--- src/rtl/axil_pkg.sv ---
// Shared types for the AXI4-Lite initiator: response codes, FSM states and
// the default protection value driven on AxPROT.
package axil_pkg;

  typedef enum logic [1:0] {
    OKAY   = 2'b00,
    EXOKAY = 2'b01,
    SLVERR = 2'b10,
    DECERR = 2'b11
  } resp_t;

  typedef enum logic [2:0] {
    IDLE,
    WR,
    WR_B,
    RD_A,
    RD_R,
    RSP
  } axil_mst_state_t;

  localparam logic [2:0] PROT_DEFAULT = 3'b000;

endpackage

--- src/rtl/axil_master.sv ---
// AXI4-Lite initiator: turns a single-beat cmd/rsp handshake into one AXI-Lite
// read or write, with exactly one transaction in flight.
module axil_master
  import axil_pkg::*;
#(
  parameter int         ADDR_W = 32,
  parameter int         DATA_W = 32,
  parameter logic [2:0] PROT   = PROT_DEFAULT,
  localparam int        STRB_W = DATA_W / 8
) (
  input  logic              clk,
  input  logic              rstn,

  input  logic              cmd_valid,
  output logic              cmd_ready,
  input  logic              cmd_we,
  input  logic [ADDR_W-1:0] cmd_addr,
  input  logic [DATA_W-1:0] cmd_wdata,
  input  logic [STRB_W-1:0] cmd_wstrb,

  output logic              rsp_valid,
  input  logic              rsp_ready,
  output logic              rsp_we,
  output logic [DATA_W-1:0] rsp_rdata,
  output logic [1:0]        rsp_resp,

  output logic [ADDR_W-1:0] cbus_awaddr,
  output logic [2:0]        cbus_awprot,
  output logic              cbus_awvalid,
  input  logic              cbus_awready,
  output logic [DATA_W-1:0] cbus_wdata,
  output logic [STRB_W-1:0] cbus_wstrb,
  output logic              cbus_wvalid,
  input  logic              cbus_wready,
  input  logic [1:0]        cbus_bresp,
  input  logic              cbus_bvalid,
  output logic              cbus_bready,
  output logic [ADDR_W-1:0] cbus_araddr,
  output logic [2:0]        cbus_arprot,
  output logic              cbus_arvalid,
  input  logic              cbus_arready,
  input  logic [DATA_W-1:0] cbus_rdata,
  input  logic [1:0]        cbus_rresp,
  input  logic              cbus_rvalid,
  output logic              cbus_rready
);

  axil_mst_state_t state;
  logic aw_done, w_done;
  logic aw_hs, w_hs;

  assign cmd_ready   = (state == IDLE);
  assign cbus_awprot = PROT;
  assign cbus_arprot = PROT;
  assign aw_hs       = cbus_awvalid & cbus_awready;
  assign w_hs        = cbus_wvalid  & cbus_wready;

  always_ff @(posedge clk or negedge rstn) begin
    if (!rstn) begin
      state        <= IDLE;
      aw_done      <= 1'b0;
      w_done       <= 1'b0;
      cbus_awaddr  <= '0;
      cbus_awvalid <= 1'b0;
      cbus_wdata   <= '0;
      cbus_wstrb   <= '0;
      cbus_wvalid  <= 1'b0;
      cbus_bready  <= 1'b0;
      cbus_araddr  <= '0;
      cbus_arvalid <= 1'b0;
      cbus_rready  <= 1'b0;
      rsp_valid    <= 1'b0;
      rsp_we       <= 1'b0;
      rsp_rdata    <= '0;
      rsp_resp     <= '0;
    end else begin
      case (state)
        IDLE: if (cmd_valid) begin
          if (cmd_we) begin
            cbus_awaddr  <= cmd_addr;
            cbus_wdata   <= cmd_wdata;
            cbus_wstrb   <= cmd_wstrb;
            cbus_awvalid <= 1'b1;
            cbus_wvalid  <= 1'b1;
            aw_done      <= 1'b0;
            w_done       <= 1'b0;
            state        <= WR;
          end else begin
            cbus_araddr  <= cmd_addr;
            cbus_arvalid <= 1'b1;
            state        <= RD_A;
          end
        end
        // AW and W complete independently; B is only opened once both have.
        WR: begin
          if (aw_hs) begin
            cbus_awvalid <= 1'b0;
            aw_done      <= 1'b1;
          end
          if (w_hs) begin
            cbus_wvalid <= 1'b0;
            w_done      <= 1'b1;
          end
          if ((aw_done || aw_hs) && (w_done || w_hs)) begin
            cbus_bready <= 1'b1;
            state       <= WR_B;
          end
        end
        WR_B: if (cbus_bvalid) begin
          cbus_bready <= 1'b0;
          rsp_valid   <= 1'b1;
          rsp_we      <= 1'b1;
          rsp_rdata   <= '0;
          rsp_resp    <= cbus_bresp;
          state       <= RSP;
        end
        RD_A: if (cbus_arready) begin
          cbus_arvalid <= 1'b0;
          cbus_rready  <= 1'b1;
          state        <= RD_R;
        end
        RD_R: if (cbus_rvalid) begin
          cbus_rready <= 1'b0;
          rsp_valid   <= 1'b1;
          rsp_we      <= 1'b0;
          rsp_rdata   <= cbus_rdata;
          rsp_resp    <= cbus_rresp;
          state       <= RSP;
        end
        RSP: if (rsp_ready) begin
          rsp_valid <= 1'b0;
          state     <= IDLE;
        end
        default: state <= IDLE;
      endcase
    end
  end

endmodule
--- config.mk ---
export PLATFORM = sky130hd
export DESIGN_NAME = axil_master
export DESIGN_NICKNAME = d
export VERILOG_FILES = /design/src/rtl/axil_pkg.sv /design/src/rtl/axil_master.sv
export SDC_FILE = /design/constraint.sdc
export NUM_CORES = 1
export LEC_CHECK = 0
export ABC_AREA = 1
export CAP_MARGIN = 15
export CORE_ASPECT_RATIO = 2
export CORE_MARGIN = 10
export CORE_UTILIZATION = 38
export CTS_CLUSTER_SIZE = 40
export DETAILED_ROUTE_END_ITERATION = 12
export PLACE_DENSITY = 0.85
export SYNTH_ARGS = -nofsm -noshare
export SYNTH_HDL_FRONTEND = slang
export SYNTH_SLANG_ARGS = --single-unit
--- constraint.sdc ---
create_clock -name clk -period 1.4 [get_ports clk]
set_input_delay 0.42 -clock clk [delete_from_list [all_inputs] [get_ports clk]]
set_output_delay 0.42 -clock clk [all_outputs]
set_load 0.01 [all_outputs]
==> run summary, run 1 <==
outcome: finished, violations left
violated checks: negative setup slack
Core Region: 15300 um2
wire length per cell: 18.3 um
critical path depth: 4
Top Metal Used: met4
Final Wtd Congestion: 0.810
share of cells above drive strength 1: 35.4%
initial antenna violation count: 2
first-pass GRT wire length: 31200 um
DR WL met2: 12200 um
VDD IR max: 0.00119 V
Crit path max-delay family: flip-flops
clock share of power: 21.7%
Clock Latency Late Sink: 0.42 ns
CTS clk-pin slew, worst paths: 0.06 ns
Crit path largest cell delay: 0.42 ns
total power: 0.0233 W
HPWL Detailed: 14400 um
TritonCTS Buffers: 17
Placed Instance Area: 8850 um2
end of the critical path: cmd_ready
dpl cells: 1111
Worst Skew: 0.00797 ns
Leakage: 5.22 nW
TritonCTS Sinks: 146
Psw: 0.00856 W
maximum clock path buffer count: 2
synth top area cells: dfrtp_1 (62%), nand2_1 (18%), o21ai_0 (7.3%)
antenna viol nets, final: 0
Initial Util: 38.8%
Synth top area share: 61.5%
Critical path buffers and inverters: 2
Setup WS post-layout: -0.239 ns
synthesized flop and latch total: 146
final hold vios: 0
vias per cell: 4.73
final number of setup-violating endpoints: 136
max-slew violations: 0
WP data arrival: 1.22 ns
top achievable clock speed: 0.610 GHz
die width: 108 um
final instance area: 10100 um2
r2r startpoint: state[1]
CP max stage cell: dfrtp_2
Area Growth Syn to Fin: 70.0%
total track usage: 18.7%
Seq pwr share: 31.5%
RSZ-0062 raised after global routing: yes
register area share after synthesis: 61.5%
Root Buffer: clkbuf_16
H-tree depth: 4
Worst setup EP type: primary output
most frequent cells in the layout: nand2_1 (244), dfrtp_1 (145), buf_2 (117), clkdlybuf4s50_1 (112), buf_4 (54)
PortBufs: 255
Hold Path Class: in -> async
Ys Warns: 0
Setup TNS: -20.24 ns
Netlist cell types: 24
final cell count without fillers: 1201
First-pass DRT Iterations: 4
CP Class: reg -> out
Syn Std Cell Area: 5940 um2
most common cell after layout, fill and taps aside: nand2_1
io pins: 262
drt initial violations: 186
Metal-1 WL: 7530 um
share of total power in combinational logic: 46.9%
site row count: 64
RR Endpoint: cbus_wdata[9]
crit-path cells: nor2_4 > nand2_2 > inv_4 > buf_6
depth of the worst register-to-register path: 11
Cell Pwr Density: 2310 nW/um2
crit-path max FO: 3
Tcrit/Tclk final: 117%
met3 wire length: 1420 um
nets@finish: 1103
# Max-Cap Violations: 0
die area: 21300 um2
Avg Cell Area, Syn: 9.07 um2
total grt overflow: 0
CTS tree: yes
sw frac: 36.7%
CP startpoint: state[1]
flop-to-flop setup slack: -0.22 ns
final WL: 22000 um
internal power: 0.0147 W
largest net degree at the start of global routing: 66
Crit path required time: 0.98 ns
Die Ht: 197 um
Setup crit start kind: flop
most area-hungry cell type in the Yosys netlist: dfrtp_1
cells after synthesis: 655
fin crit period: 1.64 ns
vias in the first global route: 5749
DRC: 0
via count: 5681
## repair_timing
action / CTS / global route
setup endpoints to repair: 276 / 182
resized for setup: 606 / 127
hold endpoints to repair: 20 / 0
cloned: 6 / 16
hold buffers: 1 / 0
pin swaps: 4 / 7
setup buffers: 8 / 26
## state kept, by name (all words and copies together) (netlist names), 2 cells and up
name and count:
cbus_araddr 32, cbus_awaddr 32, cbus_wdata 32, cbus_wstrb 4
rsp_rdata 32, rsp_resp 2, state 3
## synthesized netlist by cell type
| library cell | n |
|---|---|
| inv_2 | 2 |
| nand3_2 | 1 |
| buf_4 | 6 |
| buf_2 | 11 |
| nand3_1 | 11 |
| nand2_1 | 286 |
| conb_1 | 1 |
| nor2_1 | 6 |
| inv_4 | 1 |
| nor3_1 | 1 |
| a21oi_1 | 1 |
| o21ai_0 | 87 |
| nand4_1 | 2 |
| nor2_8 | 1 |
| nand2_4 | 1 |
| dfrtp_1 | 146 |
| clkinv_1 | 1 |
| o21ai_2 | 12 |
| clkbuf_1 | 8 |
| o21ai_1 | 7 |
| buf_6 | 13 |
| inv_1 | 48 |
| nor2_4 | 1 |
| nand2_2 | 1 |
## worst min-delay path by stage
| stage | from | to | slack [ns] |
|---|---|---|---|
| 6_report | rstn | cbus_araddr[4] | 0.45 |
| 5_1_grt | rstn | cbus_araddr[4] | 0.45 |
| 4_1_cts | rstn | cbus_araddr[13] | 0.44 |
| 3_5_place_dp | rstn | cbus_araddr[13] | 0.32 |
| 3_3_place_gp | rstn | cbus_araddr[4] | 0.32 |
| 2_1_floorplan | rstn | aw_done | 0.12 |
## worst register-to-register path, cell delays in order (launching register included)
cell,delay [ns]
dfrtp_2,0.42
nor2_4,0.12
nand2_2,0.08
inv_4,0.07
buf_6,0.11
nand2_4,0.06
nor2_8,0.17
buf_6,0.14
inv_8,0.06
buf_12,0.14
nand2_1,0.07
nand2_1,0.06
## power groups by stage
| stage | Combinational, W | Clock [W] | Sequential [W] |
|---|---|---|---|
| after floorplan | 0.00313 | 0 | 0.00808 |
| after global placement | 0.00934 | 0 | 0.00714 |
| after detailed placement | 0.00955 | 0 | 0.00723 |
| after CTS | 0.00859 | 0.00511 | 0.00713 |
| after global routing | 0.0119 | 0.00530 | 0.00753 |
| final | 0.0109 | 0.00504 | 0.00732 |
## logic make-up (layout without fill, tap and decap cells)
| logic type | count (synthesis) | count (layout) | synth area share, % |
|---|---|---|---|
| DFF | 146 | 146 | 61.5 |
| AOI/OAI and AO/OA | 107 | 107 | 9.77 |
| buffers and inverters | 90 | 430 | 7.98 |
| and+or+nand+nor | 311 | 312 | 20.7 |
| other | 1 | 8 | 0.0631 |
## layout make-up
type / count / area [um2]
Clock buffer: 21 / 470
Sequential cell: 146 / 3650
Clock inverter: 10 / 180
Inverter: 52 / 210
Timing Repair inverter: 1 / 11.3
Timing Repair Buffer: 346 / 3140
Multi-Input combinational cell: 425 / 2170
Tap cell: 198 / 248
Antenna cell: 2 / 5.00
Fill cell: 1185 / 5200
## routing by layer
layer / vias up / track usage [%]
met1: 2701 / 18.9
met2: 222 / 33.4
met4: 0 / 9.18
li1: 2705 / -
met3: 53 / 5.92
met5: - / 0
## metrics by stage
step | util [%] | hold slack [ns] | setup WS [ns]
after global placement | 57.9 | 0.321 | -0.355
final | 66.0 | 0.449 | -0.239
after detailed placement | 57.9 | 0.324 | -0.374
after global routing | 66.0 | 0.452 | -0.289
after floorplan | - | 0.124 | -0.120
after CTS | 59.8 | 0.438 | -0.240
(Power assumes the default switching activity.)
==> run 2, diff against run 1 <==
--- a/config.mk
+++ b/config.mk
@@ -9,3 +9,3 @@
 export CAP_MARGIN = 15
-export CORE_ASPECT_RATIO = 2
+export CORE_ASPECT_RATIO = 1.1
 export CORE_MARGIN = 10
==> constraint.sdc (replaced) <==
create_clock -name clk -period 1.4 [get_ports clk]
set_input_delay 0.28 -clock clk [delete_from_list [all_inputs] [get_ports clk]]
set_output_delay 0.28 -clock clk [all_outputs]
set_load 0.01 [all_outputs]
==> run 2 against run 1 <==
  * Sequential share of layout area decreased by 3.7 points
  * The run still ends with negative setup slack left
  * Via count rose by 5.1%
  * Hold slack got worse by 0.12 ns
  * Critical endpoint is now rsp_rdata[19]
  * Critical path type is now reg -> reg
==> run summary, run 2 (same netlist as run 1, synthesis figures left out) <==
Clock Latency Late Sink: 0.41 ns (was 0.42 ns)
largest net degree at the start of global routing: 38 (was 66)
PortBufs: 255 (unchanged)
Worst Skew: 0.0107 ns (was 0.00797 ns)
Hold Path Class: in -> async (unchanged)
Cell Pwr Density: 2180 nW/um2 (was 2310 nW/um2)
total power: 0.0246 W (was 0.0233 W)
Crit path top cell by count: buf_6
r2r startpoint: state[1] (unchanged)
HPWL Detailed: 14200 um (was 14400 um)
CTS clk-pin slew, worst paths: 0.06 ns (about the same)
fillers: 993 (was 1185)
Crit path required time: 1.72 ns (was 0.98 ns)
initial antenna violation count: 0 (was 2)
First-pass DRT Iterations: 4 (unchanged)
via count: 5971 (was 5681)
wire length per cell: 20.6 um (was 18.3 um)
final number of setup-violating endpoints: 135 (was 136)
outcome: finished, violations left (unchanged)
first-pass GRT wire length: 34600 um (was 31200 um)
site row count: 47 (was 64)
# Max-Cap Violations: 0 (unchanged)
crit-path cells: buf_6 > nor2_4 > nand2_2 > buf_6 > inv_8 > buf_6 > buf_8 > nand2_1 > o21ai_0 (was nor2_4 > nand2_2 > inv_4 > buf_6)
Placed Instance Area: 8910 um2 (was 8850 um2)
antenna viol nets, final: 0 (unchanged)
CTS tree: yes (unchanged)
Area Growth Syn to Fin: 89.6% (was 70.0%)
antenna cells: 0 (was 2)
RSZ-0062 raised after global routing: yes (unchanged)
Die Ht: 151 um (was 197 um)
die width: 139 um (was 108 um)
nets@finish: 1109 (was 1103)
DRC: 0 (unchanged)
Core Region: 15200 um2 (was 15300 um2)
max-slew violations: 0 (unchanged)
H-tree depth: 4 (unchanged)
maximum clock path buffer count: 2 (unchanged)
Setup WS post-layout: -0.170 ns (was -0.239 ns)
die area: 21000 um2 (was 21300 um2)
vias per cell: 4.96 (was 4.73)
Leakage: 5.53 nW (was 5.22 nW)
Critical path buffers and inverters: 5 (was 2)
Tcrit/Tclk final: 112% (was 117%)
multi-input logic area: 2740 um2 (was 2170 um2)
VDD IR max: 0.00105 V (was 0.00119 V)
Initial Util: 39.1% (was 38.8%)
vias in the first global route: 6281 (was 5749)
Root Buffer: clkbuf_16 (unchanged)
Crit path largest cell delay: 0.43 ns (was 0.42 ns)
depth of the worst register-to-register path: 9 (was 11)
io pins: 262 (unchanged)
Worst setup EP type: flop (was primary output)
final hold vios: 0 (unchanged)
total track usage: 20.8% (was 18.7%)
share of cells above drive strength 1: 37.0% (was 35.4%)
fin crit period: 1.57 ns (was 1.64 ns)
final cell count without fillers: 1204 (was 1201)
most frequent cells in the layout: nand2_1 (152), dfrtp_1 (144), clkdlybuf4s50_1 (112), clkdlybuf4s15_1 (89), nand2_2 (71) (was nand2_1 (244), dfrtp_1 (145), buf_2 (117), clkdlybuf4s50_1 (112), buf_4 (54))
top achievable clock speed: 0.637 GHz (was 0.610 GHz)
violated checks: negative setup slack (unchanged)
Setup TNS: -11.92 ns (was -20.24 ns)
total grt overflow: 0 (unchanged)
final WL: 24800 um (was 22000 um)
crit-path max FO: 6 (was 3)
dpl cells: 1116 (was 1111)
drt initial violations: 270 (was 186)
register cell area after layout: 3660 um2 (was 3650 um2)
Setup crit start kind: flop (unchanged)
WP data arrival: 1.89 ns (was 1.22 ns)
CP Class: reg -> reg (was reg -> out)
RR Endpoint: rsp_rdata[19] (was cbus_wdata[9])
Final Wtd Congestion: 0.798 (was 0.810)
TritonCTS Buffers: 17 (unchanged)
flop-to-flop setup slack: -0.17 ns (was -0.22 ns)
most common cell after layout, fill and taps aside: nand2_1 (unchanged)
CP max stage cell: dfrtp_2 (unchanged)
final instance area: 11300 um2 (was 10100 um2)
TritonCTS Sinks: 146 (unchanged)
Crit path max-delay family: buffers and inverters (was flip-flops)
-- run 2: changes by cell type in the layout (fill, tap and decap cells not counted), sizes merged --
cell           delta
buf             -132
clkdlybuf4s15    +89
clkbuf           +29
dlygate4sd2      +21
bufinv            -2
diode             -2
inv               +2
bufbuf            +1
nand3             -1
-- run 2: layout make-up --
cell class                 instances  share of cell area (%)
inverter                          52                    1.93
clock inverter                    11                    1.37
multi-input combinational        424                    24.3
timing repair buffer             354                    33.8
clock buffer                      21                    3.91
sequential                       146                    32.5
tap                              196                    2.18
-- run 2: report_power, final --
group          total, W  switching [W]  internal (W)
registers       0.00766        0.00151       0.00615
clock network   0.00467        0.00185       0.00282
logic            0.0122        0.00609       0.00613
total            0.0246        0.00945        0.0151
-- run 2: worst max path at each step --
stage / from / endpoint / slack, ns / cells past startpoint
3_3_place_gp: cmd_we / cbus_wdata[13] / -0.26 / 6
3_5_place_dp: cmd_we / w_done / -0.28 / 7
5_1_grt: state[1] / rsp_rdata[19] / -0.26 / 9
6_report: state[1] / rsp_rdata[19] / -0.17 / 9
2_1_floorplan: state[2] / cbus_awaddr[10] / -0.12 / 11
4_1_cts: state[2] / cmd_ready / -0.16 / 4
-- run 2: repair_timing --
item,in CTS,in global routing
pin swaps,23,31
gates resized for setup,320,363
endpoints found under the setup margin,281,252
hold buffers,1,0
endpoints found under the hold margin,26,0
gates cloned,19,8
buffers inserted,17,19
-- run 2: per-stage QoR --
stage | hold WS, ns | util [%] | setup slack (ns)
after floorplan | -0.0156 | - | -0.120
after global placement | 0.199 | 58.7 | -0.263
after detailed placement | 0.204 | 58.7 | -0.280
after CTS | 0.331 | 68.5 | -0.164
after global routing | 0.332 | 74.2 | -0.255
final | 0.332 | 74.2 | -0.170
-- run 2: per-layer routing --
metal | wire length (um) | vias up | GRT usage (%)
met1 | 9190 | 2904 | 22.9
met5 | 0 | - | 0
met2 | 12600 | 268 | 35.9
li1 | - | 2731 | -
met3 | 1900 | 68 | 7.11
met4 | 1050 | 0 | 9.29
-- run 2: worst register-to-register path, stage by stage (launching register included) --
cell and delay [ns]:
dfrtp_2 0.43, buf_6 0.14, nor2_4 0.12, nand2_2 0.09, buf_6 0.13, inv_8 0.06
buf_6 0.11, buf_8 0.12, nand2_1 0.07, o21ai_0 0.20
==> variant, RTL diff (config.mk and constraints of run 2) <==
Reset style: synchronous (`rstn`), changed in one clocked block.
--- a/src/rtl/axil_master.sv
+++ b/src/rtl/axil_master.sv
@@ -55,7 +55,7 @@
   assign aw_hs       = cbus_awvalid & cbus_awready;
   assign w_hs        = cbus_wvalid  & cbus_wready;
 
-  always_ff @(posedge clk or negedge rstn) begin
+  always_ff @(posedge clk) begin
     if (!rstn) begin
       state        <= IDLE;
       aw_done      <= 1'b0;
Function: differs if rstn is asserted again (counterexample within 4 cycles, from zero or initial values and one cycle with rstn low); with rstn held inactive, the same outputs for 4 cycles.
==> variant against run 2 <==
- the flow still finishes with violations (negative setup slack)
- sequential share of layout area shrank 7.0 points
- cell area up 2.4%
- critical path depth up 1
- sequential power down 26%
- core utilization is 1.8 points higher
- routed wire length rose by 7.5%
- synthesized area is 0.53% lower
- first-iteration DRC count rose by 13%
- total power shrank 14%
- final cell count rose by 8.6%
- setup slack got worse by 0.080 ns
- clock power is 2% lower
- sequential cell count stayed put
- critical path type unchanged
- critical endpoint is now rsp_rdata[19]
- largest power group unchanged
==> variant: results (changes against run 2) <==
CP arrival=1.98 ns (was 1.89 ns); maximum VDD drop=0.00112 V (was 0.00105 V); clk_skew=0.00841 ns (was 0.0107 ns); GP Congestion=0.820 (was 0.798); R2R cell count=10 (was 9); status=finished, violations left (unchanged); Finished Core Util=76.0% (was 74.2%); Critical R2R Launch=state[1] (unchanged); setup TNS=-15.93 ns (was -11.92 ns); Min-Delay Path Class=in2reg (was in2async); ranking of synthesized cells by area=dfxtp_1, a21oi_1, nand2_1 (was dfrtp_1, nand2_1, o21ai_0); FFs w/ async S/R, synth=0% (was 100%); hold_ws=0.309 ns (was 0.332 ns); layout cells sized above 1=35.8% (was 37.0%); Non-Filler Instances=1308 (was 1204); placed cell area=8940 um2 (was 8910 um2); sequential area share after synthesis=49.5% (was 61.5%); All-Layer GR Usage=21.5% (was 20.8%); # setup viols final=132 (was 135); Post-Route WL=26.6 mm (was 24.8 mm); dpl ws=-0.293 ns (was -0.280 ns); Final min period=1.65 ns (was 1.57 ns); nets=1212 (was 1109); vias=6732 (was 5971); post-layout worst setup margin=-0.250 ns (was -0.170 ns); failing checks=negative setup slack (unchanged); slowest stage cell, crit path=dfxtp_4 (was dfrtp_2); Syn Area/Cell=7.61 um2 (was 9.07 um2)
variant: cell count changes in the layout (fill, tap and decap cells not counted), sizes merged, moves of 65 or more:
| cell | change |
|---|---|
| clkdlybuf4s15 | -85 |
| dfxtp | +146 |
| a21oi | +113 |
| dfrtp | -146 |
| dlygate4sd2 | +113 |
| nor2 | +74 |
| nand2 | -151 |
| o21ai | -65 |
variant: worst reg2reg max path, cell delays in order (launching register included):
cell and delay, ns:
dfxtp_4 0.36, buf_12 0.13, nor2_4 0.15, nand2_2 0.09, nand2_2 0.11, nand3_4 0.16
buf_6 0.19, buf_16 0.15, nand2_4 0.06, inv_2 0.04, nor3_2 0.14
variant: metal layers:
metal | up-vias | GRT usage [%] | part of all wire [%]
li1 | 3150 | - | -
met1 | 3233 | 22.9 | 37
met2 | 294 | 37.6 | 51
met3 | 55 | 8.83 | 8.7
met4 | 0 | 8.25 | 3.0
met5 | - | 0 | 0
variant: power by group:
group	switching, W	total [W]	internal [W]
logic	0.00562	0.0109	0.00529
clock network	0.00185	0.00459	0.00273
registers	0.000547	0.00565	0.00510
variant: cells by family (layout without fill, tap and decap cells):
kind of cell | count (synthesis) | after routing | share of synthesized area [%]
other cells | 1 | 7 | 0.0635
buf+inv | 143 | 473 | 11.2
flops | 146 | 146 | 49.5
compound gates | 157 | 157 | 13.4
simple gates | 329 | 329 | 25.9
variant: final cells by class:
cell class              count  area (um2)
repair buffers            360        3990
fillers                   980        3640
multi-input cells         492        3450
flip-flops and latches    146        2930
clock buffers              21         460
inverters                  81         323
well taps                 196         245
clock inverters            11         128
diodes                      1        2.50
variant: what timing repair did:
action,in CTS,in global routing
hold buffers,0,0
buffers inserted,28,8
endpoints found under the setup margin,278,153
cloned,21,8
resized for setup,286,239
pin swaps,72,60
